===== config.mk =====
export PLATFORM = sky130hd
export DESIGN_NAME = ervp_user_gpio_bank
export DESIGN_NICKNAME = d
export VERILOG_FILES = /design/src/rtl/ervp_user_gpio_pkg.sv /design/src/rtl/ervp_user_gpio_channel.sv /design/src/rtl/ervp_user_gpio_bank.sv
export SDC_FILE = /design/constraint.sdc
export NUM_CORES = 1
export LEC_CHECK = 0
export BUFFER_PORTS_ARGS = -buffer_cell sky130_fd_sc_hd__buf_2
export CORE_AREA = 10 10 419 421
export CTS_CLUSTER_SIZE = 30
export DETAILED_ROUTE_END_ITERATION = 10
export DIE_AREA = 0 0 429 431
export MAX_ROUTING_LAYER = met4
export PLACE_DENSITY = 0.32
export SKIP_CTS_REPAIR_TIMING = 1
export SLEW_MARGIN = 10
export SYNTH_ARGS = -nofsm -noshare
export SYNTH_HDL_FRONTEND = slang
export SYNTH_SLANG_ARGS = --single-unit

===== constraint.sdc =====
create_clock -name clk -period 3.7 [get_ports clk]
set_clock_uncertainty 0.15 [all_clocks]
set_input_delay 0.37 -clock clk [delete_from_list [all_inputs] [get_ports clk]]
set_output_delay 0.37 -clock clk [all_outputs]
set_load 0.01 [all_outputs]

===== src/rtl/ervp_user_gpio_pkg.sv =====
// ----------------------------------------------------------------------------
// ervp_user_gpio_pkg
// Shared definitions for the user GPIO bank: bit positions of the per-slot
// status/control word and the edge-detect MODE encoding. The same positions
// are mirrored in the software headers, so they must not move.
//   [0]   OUT   pad output value
//   [1]   OE    pad output enable
//   [3:2] MODE  00 off, 01 rise, 10 fall, 11 both
//   [4]   PEND  pending edge (write 1 clears)
//   [8]   IN    synchronized (optionally debounced) pad level, read-only
// ----------------------------------------------------------------------------
package ervp_user_gpio_pkg;

   localparam int GPIO_BIT_OUT  = 0;
   localparam int GPIO_BIT_OE   = 1;
   localparam int GPIO_LSB_MODE = 2;
   localparam int GPIO_BIT_PEND = 4;
   localparam int GPIO_BIT_IN   = 8;

   typedef enum logic [1:0] {
      GPIO_MODE_OFF  = 2'b00,
      GPIO_MODE_RISE = 2'b01,
      GPIO_MODE_FALL = 2'b10,
      GPIO_MODE_BOTH = 2'b11
   } gpio_mode_e;

   // True when the observed edge is one the configured MODE wants reported.
   function automatic logic edge_hit(input gpio_mode_e mode,
                                     input logic       rise,
                                     input logic       fall);
      logic hit;
      hit = 1'b0;
      case (mode)
         GPIO_MODE_RISE: hit = rise;
         GPIO_MODE_FALL: hit = fall;
         GPIO_MODE_BOTH: hit = rise | fall;
         default:        hit = 1'b0;
      endcase
      return hit;
   endfunction

endpackage


===== src/rtl/ervp_user_gpio_channel.sv =====
// ----------------------------------------------------------------------------
// ervp_user_gpio_channel
// One GPIO slot: OUT/OE/MODE/PEND registers, 2-flop input synchronizer,
// optional debounce filter, edge detector and pending-flag logic.
// Optional feature macro: USER_GPIO_DEBOUNCE_EN (debounce filter between the
// synchronizer and the edge detector).
// Ports:
//   clk, rst        clock, asynchronous active-high reset
//   wr_en           write strobe for this slot
//   wdata           32-bit write word for this slot
//   rdata           32-bit status word, combinational from registered state
//   gpio_i          raw pad input (asynchronous)
//   gpio_o, gpio_oe pad output value / enable
//   irq_term        PEND & (MODE != off), unregistered; the bank registers it
// ----------------------------------------------------------------------------
module ervp_user_gpio_channel
   import ervp_user_gpio_pkg::*;
#(
   parameter int DEBOUNCE_CYCLES = 4
) (
   input  logic        clk,
   input  logic        rst,
   input  logic        wr_en,
   input  logic [31:0] wdata,
   output logic [31:0] rdata,
   input  logic        gpio_i,
   output logic        gpio_o,
   output logic        gpio_oe,
   output logic        irq_term
);

   logic       out_q;
   logic       oe_q;
   gpio_mode_e mode_q;
   logic       pend_q;
   logic       sync_p0;
   logic       sync_p1;
   logic       filt_p2;
   logic       prev_p3;
   logic       rise;
   logic       fall;
   logic       set_evt;
   logic       clr_evt;
   logic       unused_wdata;

   // Upper bits and the read-only IN position are ignored on write.
   assign unused_wdata = ^wdata[31:5];

   // Control registers written by the decoder strobe.
   always_ff @(posedge clk or posedge rst) begin
      if (rst) begin
         out_q  <= 1'b0;
         oe_q   <= 1'b0;
         mode_q <= GPIO_MODE_OFF;
      end else if (wr_en) begin
         out_q  <= wdata[GPIO_BIT_OUT];
         oe_q   <= wdata[GPIO_BIT_OE];
         mode_q <= gpio_mode_e'(wdata[GPIO_LSB_MODE +: 2]);
      end
   end

   // Stage 0/1: two-flop synchronizer for the asynchronous pad input.
   always_ff @(posedge clk or posedge rst) begin
      if (rst) begin
         sync_p0 <= 1'b0;
         sync_p1 <= 1'b0;
      end else begin
         sync_p0 <= gpio_i;
         sync_p1 <= sync_p0;
      end
   end

   // Stage 2: filtered level.
`ifdef USER_GPIO_DEBOUNCE_EN
   localparam int CNT_W = $clog2(DEBOUNCE_CYCLES) + 1;
   localparam logic [CNT_W-1:0] CNT_LAST = CNT_W'(DEBOUNCE_CYCLES - 1);

   logic [CNT_W-1:0] cnt_p2;

   // The level is accepted once sync has disagreed with it for
   // DEBOUNCE_CYCLES consecutive cycles; any agreement restarts the count.
   always_ff @(posedge clk or posedge rst) begin
      if (rst) begin
         cnt_p2  <= '0;
         filt_p2 <= 1'b0;
      end else if (sync_p1 == filt_p2) begin
         cnt_p2 <= '0;
      end else if (cnt_p2 == CNT_LAST) begin
         cnt_p2  <= '0;
         filt_p2 <= sync_p1;
      end else begin
         cnt_p2 <= cnt_p2 + CNT_W'(1);
      end
   end
`else
   localparam int unused_debounce_cycles = DEBOUNCE_CYCLES;
   assign filt_p2 = sync_p1;
`endif

   // Stage 3: delayed copy for edge detection.
   always_ff @(posedge clk or posedge rst) begin
      if (rst) begin
         prev_p3 <= 1'b0;
      end else begin
         prev_p3 <= filt_p2;
      end
   end

   always_comb begin
      rise    = filt_p2 & ~prev_p3;
      fall    = ~filt_p2 & prev_p3;
      set_evt = edge_hit(mode_q, rise, fall);
      clr_evt = wr_en & wdata[GPIO_BIT_PEND];
   end

   // A set event in the same cycle as a W1C clear wins.
   always_ff @(posedge clk or posedge rst) begin
      if (rst) begin
         pend_q <= 1'b0;
      end else begin
         pend_q <= set_evt | (pend_q & ~clr_evt);
      end
   end

   always_comb begin
      rdata                          = '0;
      rdata[GPIO_BIT_OUT]            = out_q;
      rdata[GPIO_BIT_OE]             = oe_q;
      rdata[GPIO_LSB_MODE +: 2]      = mode_q;
      rdata[GPIO_BIT_PEND]           = pend_q;
      rdata[GPIO_BIT_IN]             = filt_p2;
   end

   assign gpio_o   = out_q;
   assign gpio_oe  = oe_q;
   // Switching MODE to off masks a stale PEND without clearing it.
   assign irq_term = pend_q & (mode_q != GPIO_MODE_OFF);

endmodule


===== src/rtl/ervp_user_gpio_bank.sv =====
// ----------------------------------------------------------------------------
// ervp_user_gpio_bank
// Register-backed bank of NUM_GPIO user GPIO slots behind the user-GPIO APB
// slot decoder. Each slot is an ervp_user_gpio_channel; the bank packs the
// per-slot buses and registers the OR of the interrupt terms.
// Optional feature macro: USER_GPIO_DEBOUNCE_EN (per-slot input debounce,
// DEBOUNCE_CYCLES stable cycles).
// Ports:
//   clk, rst     clock, asynchronous active-high reset
//   rd_en_list   per-slot read strobe (no side effects)
//   wr_en_list   per-slot write strobe
//   wdata_list   per-slot write data, slot i at [32*(i+1)-1 -: 32]
//   rdata_list   per-slot read data, same packing, combinational
//   gpio_i       raw pad inputs
//   gpio_o       pad output values
//   gpio_oe      pad output enables (1 = drive)
//   gpio_irq     registered OR of enabled pending flags
// ----------------------------------------------------------------------------
module ervp_user_gpio_bank
   import ervp_user_gpio_pkg::*;
#(
   parameter int NUM_GPIO        = 16,
   parameter int DEBOUNCE_CYCLES = 4
) (
   input  logic                  clk,
   input  logic                  rst,
   input  logic [NUM_GPIO-1:0]   rd_en_list,
   input  logic [NUM_GPIO-1:0]   wr_en_list,
   input  logic [32*NUM_GPIO-1:0] wdata_list,
   output logic [32*NUM_GPIO-1:0] rdata_list,
   input  logic [NUM_GPIO-1:0]   gpio_i,
   output logic [NUM_GPIO-1:0]   gpio_o,
   output logic [NUM_GPIO-1:0]   gpio_oe,
   output logic                  gpio_irq
);

   logic [NUM_GPIO-1:0] irq_terms;
   logic                unused_rd;

   // Reads are side-effect free; the strobe is accepted but not consumed.
   assign unused_rd = ^rd_en_list;

   for (genvar gi = 0; gi < NUM_GPIO; gi++) begin : g_ch
      ervp_user_gpio_channel #(
         .DEBOUNCE_CYCLES (DEBOUNCE_CYCLES)
      ) u_ch (
         .clk      (clk),
         .rst      (rst),
         .wr_en    (wr_en_list[gi]),
         .wdata    (wdata_list[32*gi +: 32]),
         .rdata    (rdata_list[32*gi +: 32]),
         .gpio_i   (gpio_i[gi]),
         .gpio_o   (gpio_o[gi]),
         .gpio_oe  (gpio_oe[gi]),
         .irq_term (irq_terms[gi])
      );
   end

   // Registered interrupt: one edge after PEND.
   always_ff @(posedge clk or posedge rst) begin
      if (rst) begin
         gpio_irq <= 1'b0;
      end else begin
         gpio_irq <= |irq_terms;
      end
   end

endmodule


==> summary.md, run 1 <==
| Metric | Value |
|---|---|
| DR WL/cell | 11.8 µm |
| Clk Latency, worst-skew pair | 0.52 ns |
| Slowest CP cell | or4_1 |
| Relative slew slack | 0.523 |
| Gr busiest metal | met2 |
| DR vias | 5226 |
| VDD IR max | 0.357 mV |
| Kind of critical path | flip-flop to flip-flop |
| Clock network power share | 0.419 |
| Syn Area/Cell | 10.1 µm² |
| Met1 Use GR | 0.0388 |
| Yosys reg bits | 129 |
| Leak pwr | 5.47 nW |
| Hold Violations, Final | 0 |
| # IOs | 1107 |
| CTS Sinks | 129 |
| Post-route setup TNS | 0 ns |
| First-pass GRT wire length | 50000 µm |
| Vias in the first global route | 5159 |
| Num CTS Buffers | 17 |
| Final ANT Viol Nets | 0 |
| Max Cap Violations | 0 |
| H-tree depth | 4 |
| Worst Hold Margin | 0.0294 ns |
| Crit path cell chain | o21ai_1, nand4_1, or4_1 |
| Reg clk slew, reported paths | 0.08 ns |
| Tcrit/Tclk final | 0.642 |
| Status | complete, no violations |
| Crit path largest cell delay | 0.76 ns |
| Die W | 429 µm |
| # port buffers | 242 |
| Avg Vias per Cell | 1.54 |
| Warning count from the yosys run | 0 |
| Slew @ Worst Pin | 0.715 ns |
| Layout Area Growth over Synthesis | 37.0% |
| Antenna violations before repair | 26 |
| Critical path startpoint category | flip-flop |
| Row count | 150 |
| CP Buf/Inv Count | 0 |
| Sequential Power Share | 0.372 |
| Mapped Area | 8990 µm² |
| Cell internal pwr | 2.95 mW |
| Met2 GRT Util | 0.0784 |
| Comb pwr share | 0.209 |
| Unrepaired setup endpoints after global routing | no |
| P_sw | 1.66 mW |
| Initial DRC Count | 162 |
| Gr ovfl total | 0 |
| Gr usage total | 0.0424 |
| Critical path arrival | 2.60 ns |
| Routability-driven placement congestion ratio | 0.662 |
| CP Max Fanout | 5 |
| P per Cell Area | 374 nW/µm² |
| Final wirelength | 40000 µm |
| Worst Setup End Kind | flip-flop |
| Min cycle time layout | 2.37 ns |
| DRT Pass-1 Iters | 4 |
| GR Util met3 | 0.0175 |
| Placed wire-length estimate | 34800 µm |
| Hold crit path type | primary input to flip-flop |
| Critical Path RT | 3.92 ns |
| Die area | 185000 µm² |
| Worst path top cell family by delay | simple AND/OR/NAND/NOR gates |
| CTS tree | built |
| F_max | 421 MHz |
| Netlist cell types | 16 |
| Die H | 431 µm |
| Clk root buf | clkbuf_16 |
| Layout cells sized above 1 | 0.242 |
| Setup-failing EPs final | 0 |
| Cell count after synthesis | 888 |
| Final slew viol count | 0 |
| Core area | 167000 µm² |
| DRC | 0 |
| Switch share | 0.359 |
| Sequential fraction of the synthesis area | 0.359 |
| # nets final | 1745 |
| Largest net degree at the start of global routing | 92 |
| Final core occ | 0.0739 |
| Initial core utilization | 0.0539 |
| Max Root-Sink Buffers | 2 |
==> power by group through the flow <==
stage          sequential (mW)  combinational [mW]  clock [mW]
2_1_floorplan             1.68               0.927           0
3_3_place_gp              1.76               0.886           0
3_5_place_dp              1.76               0.887           0
4_1_cts                   1.74               0.887        2.10
5_1_grt                   1.75                1.06        2.11
6_report                  1.72               0.965        1.93
==> cell usage in the layout, fill, tap and decap left out, types with 6 or more instances in the layout <==
cell           Yosys  routed
a221o_1           16      16
inv_1             47      46
dfrtp_1          129     129
diode_2            0      17
nor2_1            18      18
clkbuf_16          0      17
nand2_1           32      32
mux2_1            64      64
o21ai_0            6       6
ha_1              32      32
conb_1             1     416
mux2i_1           14      14
buf_2              0     242
o21ai_1            8       8
dlygate4sd3_1      0      93
==> area by class of cell <==
type | count | area (µm²)
Fill cell | 19600 | 154000
Inverter | 47 | 180
Tap cell | 2204 | 2760
Timing Repair Buffer | 341 | 2200
Clock buffer | 18 | 429
Antenna cell | 17 | 42.5
Sequential cell | 129 | 3230
Multi-Input combinational cell | 615 | 3300
Clock inverter | 14 | 181
==> cell families after synthesis <==
| family | after synthesis | synth area share |
|---|---|---|
| AND/OR/NAND/NOR | 55 | 0.0245 |
| adder cells (fa/ha/maj) | 32 | 0.0445 |
| AO/OA/AOI/OAI | 34 | 0.0287 |
| flip-flops | 129 | 0.359 |
| multiplexers | 78 | 0.0957 |
| buffers and inverters | 559 | 0.447 |
| other | 1 | 0.000417 |
==> Yosys cell counts (all sizes together) <==
cell / instances / area, µm²
o21ai: 16 / 87.6
nor2: 18 / 67.6
or4: 1 / 7.51
mux2: 64 / 721
nand4: 4 / 25.0
a221o: 16 / 160
nand2: 32 / 120
inv: 47 / 176
mux2i: 14 / 140
buf: 512 / 3840
dfrtp: 129 / 3230
ha: 32 / 400
a21oi: 2 / 10.0
conb: 1 / 3.75
==> path summary, 6_finish.rpt <==
path	from	to	slack (ns)	cells past startpoint
worst min-delay path	wr_en_list[13]	g_ch[13].u_ch.gpio_oe	0.03	2
worst min register to register	g_ch[13].u_ch.sync_p0	g_ch[13].u_ch.filt_p2	0.20	0
min in group asynchronous	rst	g_ch[4].u_ch.gpio_o	0.37	4
max in group asynchronous	rst	g_ch[9].u_ch.gpio_o	2.40	4
worst max register to register	g_ch[6].u_ch.mode_q[0]	gpio_irq	1.33	3
worst max-delay path	g_ch[6].u_ch.mode_q[0]	gpio_irq	1.33	3
==> state kept, by name (all words and copies together) (netlist names) <==
signal	flops
g_ch.u_ch.mode_q	32
g_ch.u_ch.gpio_oe	16
g_ch.u_ch.sync_p0	16
g_ch.u_ch.pend_q	16
gpio_irq	1
g_ch.u_ch.filt_p2	16
g_ch.u_ch.prev_p3	16
g_ch.u_ch.gpio_o	16
==> worst reg2reg max path, cell delays in order (launching register included) <==
cell     delay [ns]
dfrtp_1        0.44
o21ai_1        0.31
nand4_1        0.56
or4_1          0.78
==> metal layers <==
metal	up-vias	part of all wire
li1	2444	-
met1	2540	0.35
met2	207	0.57
met3	35	0.055
met4	0	0.026
met5	-	0
==> stage by stage <==
stage          cells  instance area [µm²]  setup slack (ns)  power, mW
6_report        3385                12300              1.33       4.61
5_1_grt         3375                12300              1.38       4.92
4_1_cts         3275                11300              1.29       4.73
3_5_place_dp    3243                10700              1.29       2.65
3_3_place_gp    3243                10700              1.27       2.65
2_1_floorplan   1303                10600              1.58       2.61
Note: power is estimated with default switching activity, not from simulation.
==> run 2: changes to the inputs <==
==> constraint.sdc (replaced) <==
create_clock -name clk -period 1.95 [get_ports clk]
set_clock_uncertainty 0.15 [all_clocks]
set_input_delay 0.195 -clock clk [delete_from_list [all_inputs] [get_ports clk]]
set_output_delay 0.195 -clock clk [all_outputs]
set_load 0.01 [all_outputs]
==> run 2 against run 1 <==
Utilization increased by 0.63 points. Cell count increased by 3.3%. Maximum frequency increased by 25%. Clock power increased by 96%. Total power increased by 98%. Largest power group unchanged. Register-to-register slack got worse by 1.3 ns. Worst setup slack got worse by 1.3 ns. Critical path depth increased by 1. Combinational power increased by 120%. Die area unchanged. Non-clock buffer count increased by 99. Routed wire length increased by 1.5%. Critical endpoint unchanged.
==> summary.md, run 2 (synthesis gave the netlist of run 1 again) <==
| Metric | Value |
|---|---|
| Max FFs per register | 32 |
| Register area | 3230 µm² |
| CTS tree | built |
| Critical path destination | gpio_irq |
| DR vias | 5657 |
| Area of the multi-input gates | 3330 µm² |
| DR WL/cell | 11.6 µm |
| Met2 GRT Util | 0.0787 |
| Largest reg by FF count | g_ch.u_ch.mode_q |
| Worst flop-to-flop path endpoint | gpio_irq |
| # nets final | 1844 |
| Die area | 185000 µm² |
| Sequential Power Share | 0.352 |
| Final wirelength | 40600 µm |
| Critical path launch point | g_ch[3].u_ch.mode_q[0] |
| Critical Path RT | 2.16 ns |
| Vias in the first global route | 5355 |
| Critical path startpoint category | flip-flop |
| RR Startpoint | g_ch[3].u_ch.mode_q[0] |
| Hold Violations, Final | 0 |
| Final ANT Viol Nets | 0 |
| Critical path arrival | 2.11 ns |
| Row count | 150 |
| Die H | 431 µm |
| Reg clk slew, reported paths | 0.07 ns |
| Gr usage total | 0.0422 |
| Commonest non-fill, non-tap cells in the layout | conb_1, buf_2, dlygate4sd3_1 |
| H-tree depth | 4 |
| R2R setup slack | 0.05 ns |
| Power Total | 9.14 mW |
| Largest net degree at the start of global routing | 44 |
| Commonest non-fill, non-tap cell in the layout | conb_1 |
| Status | complete, no violations |
| Core area | 167000 µm² |
| Met1 Use GR | 0.0378 |
| DRT Pass-1 Iters | 4 |
| Gr busiest metal | met2 |
| # IOs | 1107 |
| Worst slack, placed | -0.146 ns |
| Num CTS Buffers | 17 |
| GR Util met3 | 0.0188 |
| FF-to-FF path depth | 4 |
| First-pass GRT wire length | 50500 µm |
| Layout Area Growth over Synthesis | 48.7% |
| Clock network power share | 0.413 |
| Unrepaired setup endpoints after global routing | no |
| Worst path depth | 4 |
| Tcrit/Tclk final | 0.974 |
| Die W | 429 µm |
| Hold depth | 3 |
| P per Cell Area | 683 nW/µm² |
| Switch share | 0.342 |
| Layout cells sized above 1 | 0.250 |
| Avg Vias per Cell | 1.62 |
| Cell internal pwr | 6.01 mW |
| Slack of the critical path | 0.0503 ns |
| Comb pwr share | 0.235 |
| # port buffers | 242 |
| Clk root buf | clkbuf_16 |
| F_max | 526 MHz |
| Gr ovfl total | 0 |
| CP Max Fanout | 5 |
| Setup-failing EPs final | 0 |
| Min cycle time layout | 1.90 ns |
| CTS Sinks | 129 |
| Slowest CP cell | or4_4 |
| Max Cap Violations | 0 |
| VDD IR max | 0.702 mV |
| Initial DRC Count | 204 |
| Max Root-Sink Buffers | 2 |
| Fill count | 19600 |
| DRC | 0 |
| Antenna violations before repair | 32 |
| Worst Setup End Kind | flip-flop |
| Clk Latency, worst-skew pair | 0.49 ns |
| Routability-driven placement congestion ratio | 0.674 |
| Initial core utilization | 0.0539 |
| Kind of critical path | flip-flop to flip-flop |
| Crit path cell chain | o21ai_0, nand4_1, buf_4, or4_4 |
| P_sw | 3.13 mW |
| Hold crit path type | primary input to flip-flop |
| CP Buf/Inv Count | 1 |
| Crit path largest cell delay | 0.51 ns |
| Worst path top cell family by delay | simple AND/OR/NAND/NOR gates |
| Final slew viol count | 0 |
| Leak pwr | 5.93 nW |
| Placed wire-length estimate | 35400 µm |
run 2: stage by stage:
stage / cell area, µm² / setup TNS (ns) / hold slack, ns / utilization / std cells
6_report: 13400 / 0 / 0.0145 / 0.0802 / 3498
5_1_grt: 13400 / 0 / 0.0200 / 0.0801 / 3489
4_1_cts: 11600 / -0.162 / -0.421 / 0.0693 / 3297
3_5_place_dp: 10900 / -0.146 / 0.155 / 0.0655 / 3265
3_3_place_gp: 10900 / -0.166 / 0.155 / 0.0655 / 3265
2_1_floorplan: 10600 / 0 / 0.0764 / - / 1303
run 2: metal layers:
metal  part of all wire  wire [µm]
met1               0.33      13300
met3              0.071       2900
met5                  0          0
met4              0.017        692
met2               0.58      23700
run 2: layout make-up:
class,instances,share of cell area
antenna,31,0.00580
clock buffer,17,0.0318
clock inverter,15,0.0164
inverter,47,0.0135
multi-input combinational,615,0.249
sequential,129,0.242
tap,2204,0.206
timing repair buffer,440,0.235
run 2: worst register-to-register path, cell delays in order, from the launching register on:
cell     delay, ns
dfrtp_1       0.44
o21ai_0       0.39
nand4_1       0.14
buf_4         0.15
or4_4         0.51
run 2: worst min path at each step:
stage	to	from	slack (ns)
final	g_ch[12].u_ch.pend_q	wr_en_list[12]	0.01
after global routing	g_ch[12].u_ch.pend_q	wr_en_list[12]	0.02
after CTS	g_ch[1].u_ch.sync_p0	gpio_i[1]	-0.42
after detailed placement	g_ch[8].u_ch.gpio_oe	rst	0.15
after global placement	g_ch[4].u_ch.sync_p0	gpio_i[4]	0.15
after floorplan	g_ch[0].u_ch.sync_p0	gpio_i[0]	0.08
run 2: power groups by stage:
stage / logic [mW] / clock network (mW) / registers, mW
detailed placement: 1.78 / 0 / 3.29
floorplan: 1.76 / 0 / 3.19
finish: 2.14 / 3.78 / 3.22
global route: 2.37 / 4.08 / 3.28
CTS: 1.79 / 4.03 / 3.24
global placement: 1.78 / 0 / 3.29
